### src/rtl/dsp_ctrl_seq.sv
// -----------------------------------------------------------------------------
// dsp_ctrl_seq
//
// Control sequencer for a DSP multiply-accumulate slice. One accepted start
// runs a MAC of `len` product terms:
//   CLR   : clears the INMODE and P registers for one cycle
//   FIRST : first term, P <= M
//   ACC   : remaining terms, P <= P + M
//   DRAIN : waits PIPE_LAT cycles for the slice pipeline to empty
//   DONE  : one-cycle done pulse
// Terms are consumed only on cycles where sample_vld is high. A low
// sample_vld stalls the run.
//
// Ports
//   clk        rising-edge clock
//   RSTn       asynchronous active-low reset
//   start      run request, only looked at in IDLE
//   len        number of product terms, latched on an accepted start
//   use_preadd 1 = (D+/-A)*B, 0 = A*B, latched on an accepted start
//   sub_mode   1 = pre-adder computes D-A, latched on an accepted start
//   sample_vld operands are present on A/B/D this cycle
//   sample_rdy term consumed this cycle (combinational)
//   busy       run in progress (CLR through DRAIN)
//   done       one-cycle end-of-run pulse, never together with busy
//   INMODE     slice INMODE, constant for the whole run
//   OPMODE     slice OPMODE
//   ALUMODE    slice ALUMODE, always add (Z + X + Y)
//   CEINMODE   INMODE register clock enable (combinational)
//   CECTRL     OPMODE/ALUMODE register clock enable (combinational)
//   RSTINMODE  clear pulse to the INMODE register
//   RSTP       clear pulse to the P register
//
// PIPE_LAT must be at least 1.
// -----------------------------------------------------------------------------
module dsp_ctrl_seq #(
    parameter int CNT_W    = 8,
    parameter int PIPE_LAT = 4
) (
    input  logic             clk,
    input  logic             RSTn,
    input  logic             start,
    input  logic [CNT_W-1:0] len,
    input  logic             use_preadd,
    input  logic             sub_mode,
    input  logic             sample_vld,
    output logic             sample_rdy,
    output logic             busy,
    output logic             done,
    output logic [4:0]       INMODE,
    output logic [6:0]       OPMODE,
    output logic [3:0]       ALUMODE,
    output logic             CEINMODE,
    output logic             CECTRL,
    output logic             RSTINMODE,
    output logic             RSTP
);

    localparam int DRN_W = (PIPE_LAT > 1) ? $clog2(PIPE_LAT) : 1;
    localparam logic [DRN_W-1:0] DRN_LOAD = DRN_W'(PIPE_LAT - 1);

    localparam logic [6:0] OPM_FIRST = 7'b0000101;  // Z=0, X/Y=M
    localparam logic [6:0] OPM_ACC   = 7'b0100101;  // Z=P, X/Y=M

    typedef enum logic [2:0] {
        S_IDLE,
        S_CLR,
        S_FIRST,
        S_ACC,
        S_DRAIN,
        S_DONE
    } state_t;

    state_t           state_q, state_d;
    logic [CNT_W-1:0] len_q, len_d;
    logic [CNT_W-1:0] cnt_q, cnt_d;
    logic [DRN_W-1:0] drn_q, drn_d;
    logic [4:0]       inmode_q, inmode_d;
    logic [6:0]       opmode_q, opmode_d;
    logic             busy_q, busy_d;
    logic             done_q, done_d;
    logic             clr_q, clr_d;
    logic             term_phase;

    assign term_phase = (state_q == S_FIRST) || (state_q == S_ACC);

    // Term handshake and slice clock enables follow sample_vld directly so a
    // stalled cycle neither consumes a sample nor clocks the slice registers.
    assign sample_rdy = term_phase && sample_vld;
    assign CEINMODE   = sample_rdy;
    assign CECTRL     = sample_rdy;

    always_ff @(posedge clk or negedge RSTn) begin
        if (!RSTn) begin
            state_q  <= S_IDLE;
            len_q    <= '0;
            cnt_q    <= '0;
            drn_q    <= '0;
            inmode_q <= '0;
            opmode_q <= '0;
            busy_q   <= 1'b0;
            done_q   <= 1'b0;
            clr_q    <= 1'b0;
        end else begin
            state_q  <= state_d;
            len_q    <= len_d;
            cnt_q    <= cnt_d;
            drn_q    <= drn_d;
            inmode_q <= inmode_d;
            opmode_q <= opmode_d;
            busy_q   <= busy_d;
            done_q   <= done_d;
            clr_q    <= clr_d;
        end
    end

    always_comb begin
        state_d  = state_q;
        len_d    = len_q;
        cnt_d    = cnt_q;
        drn_d    = drn_q;
        inmode_d = inmode_q;

        case (state_q)
            S_IDLE: begin
                if (start) begin
                    len_d = len;
                    // INMODE is fixed at start so it stays put for the run.
                    if (!use_preadd) begin
                        inmode_d = 5'b00000;
                    end else if (sub_mode) begin
                        inmode_d = 5'b01100;
                    end else begin
                        inmode_d = 5'b00100;
                    end
                    state_d = S_CLR;
                end
            end
            S_CLR: begin
                cnt_d   = len_q;
                state_d = (len_q != '0) ? S_FIRST : S_DONE;
            end
            S_FIRST, S_ACC: begin
                if (sample_vld) begin
                    cnt_d = cnt_q - CNT_W'(1);
                    if (cnt_q == CNT_W'(1)) begin
                        state_d = S_DRAIN;
                        drn_d   = DRN_LOAD;
                    end else begin
                        state_d = S_ACC;
                    end
                end
            end
            S_DRAIN: begin
                if (drn_q == '0) begin
                    state_d = S_DONE;
                end else begin
                    drn_d = drn_q - DRN_W'(1);
                end
            end
            S_DONE: begin
                state_d = S_IDLE;
            end
            default: begin
                state_d = S_IDLE;
            end
        endcase

        // Registered outputs are decoded from the next state so they line up
        // with the state they describe.
        busy_d   = (state_d == S_CLR) || (state_d == S_FIRST) ||
                   (state_d == S_ACC) || (state_d == S_DRAIN);
        done_d   = (state_d == S_DONE);
        clr_d    = (state_d == S_CLR);
        opmode_d = 7'b0000000;
        if (state_d == S_FIRST) begin
            opmode_d = OPM_FIRST;
        end else if (state_d == S_ACC) begin
            opmode_d = OPM_ACC;
        end
    end

    assign busy      = busy_q;
    assign done      = done_q;
    assign INMODE    = inmode_q;
    assign OPMODE    = opmode_q;
    assign ALUMODE   = 4'b0000;  // plain add in every state
    assign RSTINMODE = clr_q;
    assign RSTP      = clr_q;

endmodule

### config.mk
export PLATFORM = sky130hd
export DESIGN_NAME = dsp_ctrl_seq
export DESIGN_NICKNAME = d
export VERILOG_FILES = /design/src/rtl/dsp_ctrl_seq.sv
export SDC_FILE = /design/constraint.sdc
export NUM_CORES = 1
export LEC_CHECK = 0
export CAP_MARGIN = 20
export CORE_ASPECT_RATIO = 0.6
export CORE_UTILIZATION = 40
export CTS_CLUSTER_SIZE = 24
export DETAILED_ROUTE_END_ITERATION = 7
export HOLD_SLACK_MARGIN = 0.08
export PLACE_DENSITY = 0.73
export SYNTH_ARGS = -nofsm -noshare
export SYNTH_HDL_FRONTEND = slang
export SYNTH_SLANG_ARGS = --single-unit
### constraint.sdc
create_clock -name clk -period 3.7 [get_ports clk]
set_input_delay 0.37 -clock clk [delete_from_list [all_inputs] [get_ports clk]]
set_output_delay 0.37 -clock clk [all_outputs]
set_load 0.02 [all_outputs]
==> results of run 1 <==
placed cells by master, fill, tap and decap left out, drive strengths merged, types with 3 or more instances in the layout:
master and n:
clkdlybuf4s50 25, conb 11, nand4 4, o21a 3, clkbuf 3, dfrtp 28, mux2 9, inv 6
nand3 3, nor2 8, nor3 4, a22oi 3, nand2 6, a21oi 6, a21o 3, ha 3
a31oi 4, o21ai 14
path summary, 6_finish.rpt:
| check | start | to | slack [ns] |
|---|---|---|---|
| worst max-delay path | state_q[1]$_DFF_PN0_ | CECTRL | 1.26 |
| worst min-delay path | RSTn | INMODE[2]$_DFFE_PN0P_ | 0.46 |
| worst max register to register | state_q[1]$_DFF_PN0_ | drn_q[1]$_DFFE_PN0P_ | 1.82 |
| worst min register to register | drn_q[1]$_DFFE_PN0P_ | drn_q[1]$_DFFE_PN0P_ | 0.53 |
| max in group asynchronous | RSTn | OPMODE[5]$_DFF_PN0_ | 2.98 |
| min in group clk | drn_q[1]$_DFFE_PN0P_ | drn_q[1]$_DFFE_PN0P_ | 0.53 |
critical path, stage by stage, from the launching register on:
cell	delay (ns)
sky130_fd_sc_hd__dfrtp_1	0.44
sky130_fd_sc_hd__nor2b_1	0.47
sky130_fd_sc_hd__and2_1	0.26
sky130_fd_sc_hd__clkdlybuf4s50_1	0.62
area by class of cell:
class / count / share of cell area [%]
sequential: 28 / 39.74
multi-input combinational: 100 / 36.69
timing repair buffer: 27 / 15.05
tap: 45 / 3.194
clock buffer: 3 / 2.342
clock inverter: 1 / 1.703
inverter: 6 / 1.278
metrics by stage:
stage               power [uW]  worst slack [ns]  cell area [um^2]
finish                    1361             1.265              1763
global route              1470             1.096              1763
CTS                       1367             1.221              1763
detailed placement        1122             1.533              1692
global placement          1095             1.615              1692
floorplan                948.7             2.131              1501
layer usage:
metal	wire length (um)	GRT usage (%)	up-vias
met2	1370	27.49	49
met3	188	3.925	6
met5	0	0	-
li1	-	-	527
met1	1376	25.21	533
met4	57	4.762	0
state kept, by name, indices dropped and copies added, names as in the netlist:
name	cells
cnt_q	8
INMODE	2
OPMODE	2
busy	1
RSTINMODE	1
done	1
len_q	8
drn_q	2
state_q	3
power breakdown:
group | switching (uW) | internal (uW)
clock | 92.4 | 145
sequential | 121 | 436
combinational | 309 | 258
cell families (layout without fill, tap and decap cells):
group,Yosys count,count (layout),share of synthesized area (%)
muxes,9,9,6.923
and+or+nand+nor,38,38,14.79
buffers and inverters,25,37,10.51
AOI/OAI and AO/OA,38,38,16.49
other,1,11,0.2562
xor gates and xnor gates,1,1,0.5984
adders and majority gates,3,3,2.564
DFF,28,28,47.86
==> PnR_summary.wiki, run 1 <==
{| class="wikitable"
! Metric !! Value
|-
| Maximum clock frequency || a little over 400 MHz
|-
| Per-instance average area after synthesis || slightly above 10 um^2
|-
| Worst setup SP type || register
|-
| Die height || approximately 49 um
|-
| Flops & latches, synth || 28
|-
| Area overhead of the layout relative to synthesis || 20.43%
|-
| Post-Route WL || approximately 3.0 mm
|-
| Accumulated negative setup slack || 0 ns
|-
| Port bufs || 25
|-
| Total DRC errors in the routed layout || 0
|-
| Worst EP required || about 3.3 ns
|-
| Unrepaired setup endpoints after global routing || no
|-
| Static power due to leakage || ~0.00074 uW
|-
| Fillcell total || 310
|-
| Root buffer selected by CTS || sky130_fd_sc_hd__clkbuf_8
|-
| Worst slew pin tran || 0.8639 ns
|-
| Fraction of the core area covered by cells at the end of the flow || 52.42%
|-
| Biggest area contributors in the synthesized netlist || sky130_fd_sc_hd__dfrtp_1 48%, sky130_fd_sc_hd__buf_4 7.7%, sky130_fd_sc_hd__mux2_2 6.9%
|-
| Starting density of the core || 43.53%
|-
| Max Buffers Root-to-Sink || 2
|-
| Clk slew on worst S/H paths || roughly 0.090 ns
|-
| Iter 0 DRT Violations || 157
|-
| Min cycle time layout || 2.435 ns
|-
| Final hold viol count || 0
|-
| Weighted congestion at the end of routability-driven global placement || ~0.9
|-
| Number of warnings issued by yosys || 0
|-
| Max_cap viols || 0
|-
| Placeable Area || approximately 3400 um^2
|-
| First-pass GRT wire length || 5.375 mm
|-
| Average wire length per cell after detail routing || roughly 14 um
|-
| FFs w/ async S/R, synth || 100.0%
|-
| Area taken by multi-input logic gates || roughly 650 um^2
|-
| Post-DP HPWL || about 2.3 mm
|-
| Routed vias || around 1100
|-
| Start-to-end type of the worst setup path || reg2out
|-
| Syn Inst Count || approximately 140
|-
| Number of rows created at floorplan || 16
|-
| Clock sinks || 28
|-
| Run status || completed
|-
| Min-delay worst type || in2async
|-
| Synth cell types || 38
|-
| Peak ir drop on the vdd network || ~0.31 mV
|-
| Dominant register cell in the synthesized netlist || sky130_fd_sc_hd__dfrtp_1
|-
| Final-stage net count || between 150 and 200
|-
| TritonCTS clock tree || yes
|-
| Worst clock skew || between 0.003 and 0.004 ns
|-
| Leading area contributor after synthesis || sky130_fd_sc_hd__dfrtp_1
|-
| Count of antenna-violating nets left after detailed routing || 0
|-
| Number of I/O pins || 37
|-
| Slew Limit Headroom || 42.40%
|-
| Endpoint class of the critical path || primary output
|-
| Tot GR Track Use || ~18%
|-
| Post-CTS Setup Repair Bufs || 0
|-
| Remaining Overflow, GRT || 0
|-
| Clock network latency to the later pin of the worst-skew pair || around 0.27 ns
|-
| Horizontal die dimension || around 80 um
|-
| Die outline area || just under 4000 um^2
|-
| # setup viols final || 0
|-
| Commonest cells in the netlist || 28 x sky130_fd_sc_hd__dfrtp_1, 15 x sky130_fd_sc_hd__buf_4, 13 x sky130_fd_sc_hd__o21ai_0
|-
| Worst Hold Slack || 0.4648 ns
|-
| Register Area || between 700 and 800 um^2
|-
| Share of the synthesized area in the top cell type || between 40 and 50%
|-
| Share of the yosys chip area belonging to registers || 47.86%
|-
| Vias in the first global route || 1105
|-
| Hold Buf Count CTS || 0
|-
| Synth Cell Area || ~1500 um^2
|-
| Drt first pass iters || 4
|-
| Worst R2R Path Depth || 4
|-
| Cell area power density || roughly 770 nW/um^2
|-
| Final Non-Filler Cells || 210
|-
| Final period utilization || 65.82%
|-
| Arrival time reported for the critical path endpoint || ~2.1 ns
|-
| Most repeated cell in the gate-level netlist after synthesis || sky130_fd_sc_hd__dfrtp_1
|-
| Largest driver fanout on the critical path || 9
|-
| Post-CTS Resized || 0
|-
| Vias per cell || approximately 5.3
|-
| Number of cells in the design after placement || 206
|-
| Number of antenna violations at the first check in global routing || 0
|-
| Total number of H-tree levels || 1
|-
| Fraction of layout cells with a size suffix above 1 || a little under an eighth
|-
| Number of slew-limit violations in the final report || 0
|-
| Antenna Cells || 0
|-
| Largest net degree at the start of global routing || 29
|-
| Number of clock buffers inserted by TritonCTS || 3
|-
| Number of flops mapped to enable cells by yosys || 0
|}
No activity file was read; power rests on OpenSTA's default activity.
==> run 2: changes to the inputs <==
Clock period 3.7 ns to 2.3 ns, I/O delays scaled along.
==> PnR_summary.wiki, run 2 (synthesis results as in run 1) <==
{| class="wikitable"
! Metric !! Value
|-
| Worst setup SP type || register
|-
| Clock network latency to the later pin of the worst-skew pair || 0.27 ns (about the same)
|-
| Number of clock buffers inserted by TritonCTS || 3 (unchanged)
|-
| Post-CTS Setup Repair Bufs || 0 (unchanged)
|-
| Accumulated negative setup slack || 0 ns (unchanged)
|-
| Largest net degree at the start of global routing || 29 (unchanged)
|-
| Arrival time reported for the critical path endpoint || 1.75 ns (-0.32 ns)
|-
| Placed cell area || 1722 um^2 (+1.8%)
|-
| Slowest cell on the critical path || sky130_fd_sc_hd__clkdlybuf4s50_1
|-
| Worst EP required || 2.07 ns (-1.26 ns)
|-
| Number of I/O pins || 37 (unchanged)
|-
| Clk slew on worst S/H paths || 0.10 ns (about the same)
|-
| Vias per cell || 5.201 (-2.0%)
|-
| Die height || 48.86 um (unchanged)
|-
| Number of antenna violations at the first check in global routing || 0 (unchanged)
|-
| Horizontal die dimension || 80.10 um (unchanged)
|-
| Area overhead of the layout relative to synthesis || 22.48%
|-
| Number of slew-limit violations in the final report || 0 (unchanged)
|-
| Remaining Overflow, GRT || 0 (unchanged)
|-
| Run status || completed
|-
| Tot GR Track Use || 17.12% (-0.66 points)
|-
| Routed vias || 1113 (-0.18%)
|-
| Clock sinks || 28 (unchanged)
|-
| Post-Route WL || 2.913 mm (-2.7%)
|-
| # setup viols final || 0 (unchanged)
|-
| Starting density of the core || 43.53% (unchanged)
|-
| Post-DP HPWL || 2.115 mm (-7.7%)
|-
| Endpoint class of the critical path || primary output
|-
| Worst reg2reg setup slack || 0.60 ns (-1.22 ns)
|-
| Highest cell delay on the worst timing path || 0.62 ns (about the same)
|-
| Final-stage net count || 187 (+2.2%)
|-
| Root buffer selected by CTS || sky130_fd_sc_hd__clkbuf_8
|-
| Fraction of the core area covered by cells at the end of the flow || 53.31% (+0.89 points)
|-
| Cell area power density || 1247 nW/um^2 (+62%)
|-
| Largest driver fanout on the critical path || 6 (-3)
|-
| Drt first pass iters || 5 (+1)
|-
| R2R Path Start || cnt_q[1]$_DFFE_PN0P_
|-
| Worst clock skew || 0.002203 ns (-0.0008551 ns)
|-
| Post-CTS Resized || 0 (unchanged)
|-
| Total DRC errors in the routed layout || 0 (unchanged)
|-
| Largest regs || cnt_q (8), len_q (8), state_q (3)
|-
| TritonCTS clock tree || yes
|-
| Static power due to leakage || 0.0007628 uW (+2.7%)
|-
| Average wire length per cell after detail routing || 13.61 um (-4.5%)
|-
| Worst R2R Path Depth || 6 (+2)
|-
| Final hold viol count || 0 (unchanged)
|-
| Worst Hold Slack || 0.3256 ns (-0.1392 ns)
|-
| Critical register-to-register path endpoint || busy$_DFF_PN0_
|-
| Min cycle time layout || between 1.5 and 2 ns
|-
| Port bufs || 25 (unchanged)
|-
| Die outline area || 3914 um^2 (unchanged)
|-
| Fraction of layout cells with a size suffix above 1 || 13.61% (+2.1 points)
|-
| CP cell instances || nor2b_1, and2_1, clkdlybuf4s50_1
|-
| First-pass GRT wire length || 5.126 mm (-4.6%)
|-
| Final period utilization || between 80 and 90%
|-
| Most common library cell in the layout ignoring fill and taps || sky130_fd_sc_hd__dfrtp_1
|-
| Iter 0 DRT Violations || 185 (+18%)
|-
| Total number of H-tree levels || 1 (unchanged)
|-
| Placeable Area || 3363 um^2 (unchanged)
|-
| Max_cap viols || 0 (unchanged)
|-
| Count of antenna-violating nets left after detailed routing || 0 (unchanged)
|-
| Number of rows created at floorplan || 16 (unchanged)
|-
| Max Buffers Root-to-Sink || 2 (unchanged)
|-
| Most used cells in the layout excluding fill and tap cells || 28 x sky130_fd_sc_hd__dfrtp_1, 25 x sky130_fd_sc_hd__clkdlybuf4s50_1, 13 x sky130_fd_sc_hd__o21ai_0
|-
| Peak ir drop on the vdd network || 0.6333 mV (+100%)
|-
| Weighted congestion at the end of routability-driven global placement || 0.8475 (-6.4%)
|-
| Start-to-end type of the worst setup path || reg2out
|-
| Antenna Cells || 0 (unchanged)
|-
| Maximum clock frequency || between 500 and 600 MHz
|-
| Min-delay worst type || in2async
|-
| Unrepaired setup endpoints after global routing || no
|-
| Cell area after layout || 1793 um^2 (+1.7%)
|-
| Hold Buf Count CTS || 0 (unchanged)
|-
| Total design power || 2237 uW (+64%)
|-
| Vias in the first global route || 1081 (-2.2%)
|}
-- run 2: changes by cell type in the layout (fill, tap and decap cells not counted), sizes merged --
cell | previous run | this run
buf | 2 | 6
-- run 2: per-stage QoR --
| step | setup WS (ns) | instances |
|---|---|---|
| 6_report | 0.3247 | 214 |
| 2_1_floorplan | 0.7309 | 153 |
| 4_1_cts | 0.3156 | 214 |
| 3_3_place_gp | 0.4923 | 210 |
| 5_1_grt | 0.2151 | 214 |
| 3_5_place_dp | 0.4790 | 210 |
-- run 2: final cells by class --
type                       instances  area, um^2
multi-input combinational        100       646.9
inverter                           6       22.52
sequential                        28       700.7
timing repair buffer              31       295.3
clock inverter                     1       30.03
tap                               45       56.30
clock buffer                       3       41.29
fill                             306        1570
-- run 2: layer usage --
metal	vias to the layer above	wire length, um	part of all wire, %	global-route usage [%]
li1	541	-	-	-
met1	515	1406	48	24.82
met2	49	1230	42	25.21
met3	8	224	7.7	3.925
met4	0	51	1.8	5.655
met5	-	0	0	0
-- run 2: report_power, final --
| group | switching (uW) | internal [uW] |
|---|---|---|
| registers | 191 | 702 |
| clock network | 154 | 233 |
| logic | 505 | 452 |
| total | 850 | 1390 |
-- run 2: critical path: cells and delay by family (launching register included) --
kind                   cells  cell delay [ns]
flip-flops                 1             0.48
AND/OR/NAND/NOR            2             0.37
buffers and inverters      1             0.62
-- run 2: worst max-delay path by stage --
stage / from / to / slack [ns] / cells past startpoint
4_1_cts: state_q[1]$_DFF_PN0_ / CECTRL / 0.32 / 3
5_1_grt: state_q[1]$_DFF_PN0_ / CECTRL / 0.22 / 3
6_report: state_q[1]$_DFF_PN0_ / CECTRL / 0.32 / 3
3_3_place_gp: sample_vld / CECTRL / 0.49 / 3
3_5_place_dp: sample_vld / CECTRL / 0.48 / 3
2_1_floorplan: state_q[2]$_DFF_PN0_ / INMODE[2]$_DFFE_PN0P_ / 0.73 / 4
==> run 3: changes to the inputs <==
Settings changed: ABC_CLOCK_PERIOD_IN_PS set to 2300.
==> results of run 3 <==
Same layout as run 2: the final DEF is identical, and so are final timing and power.
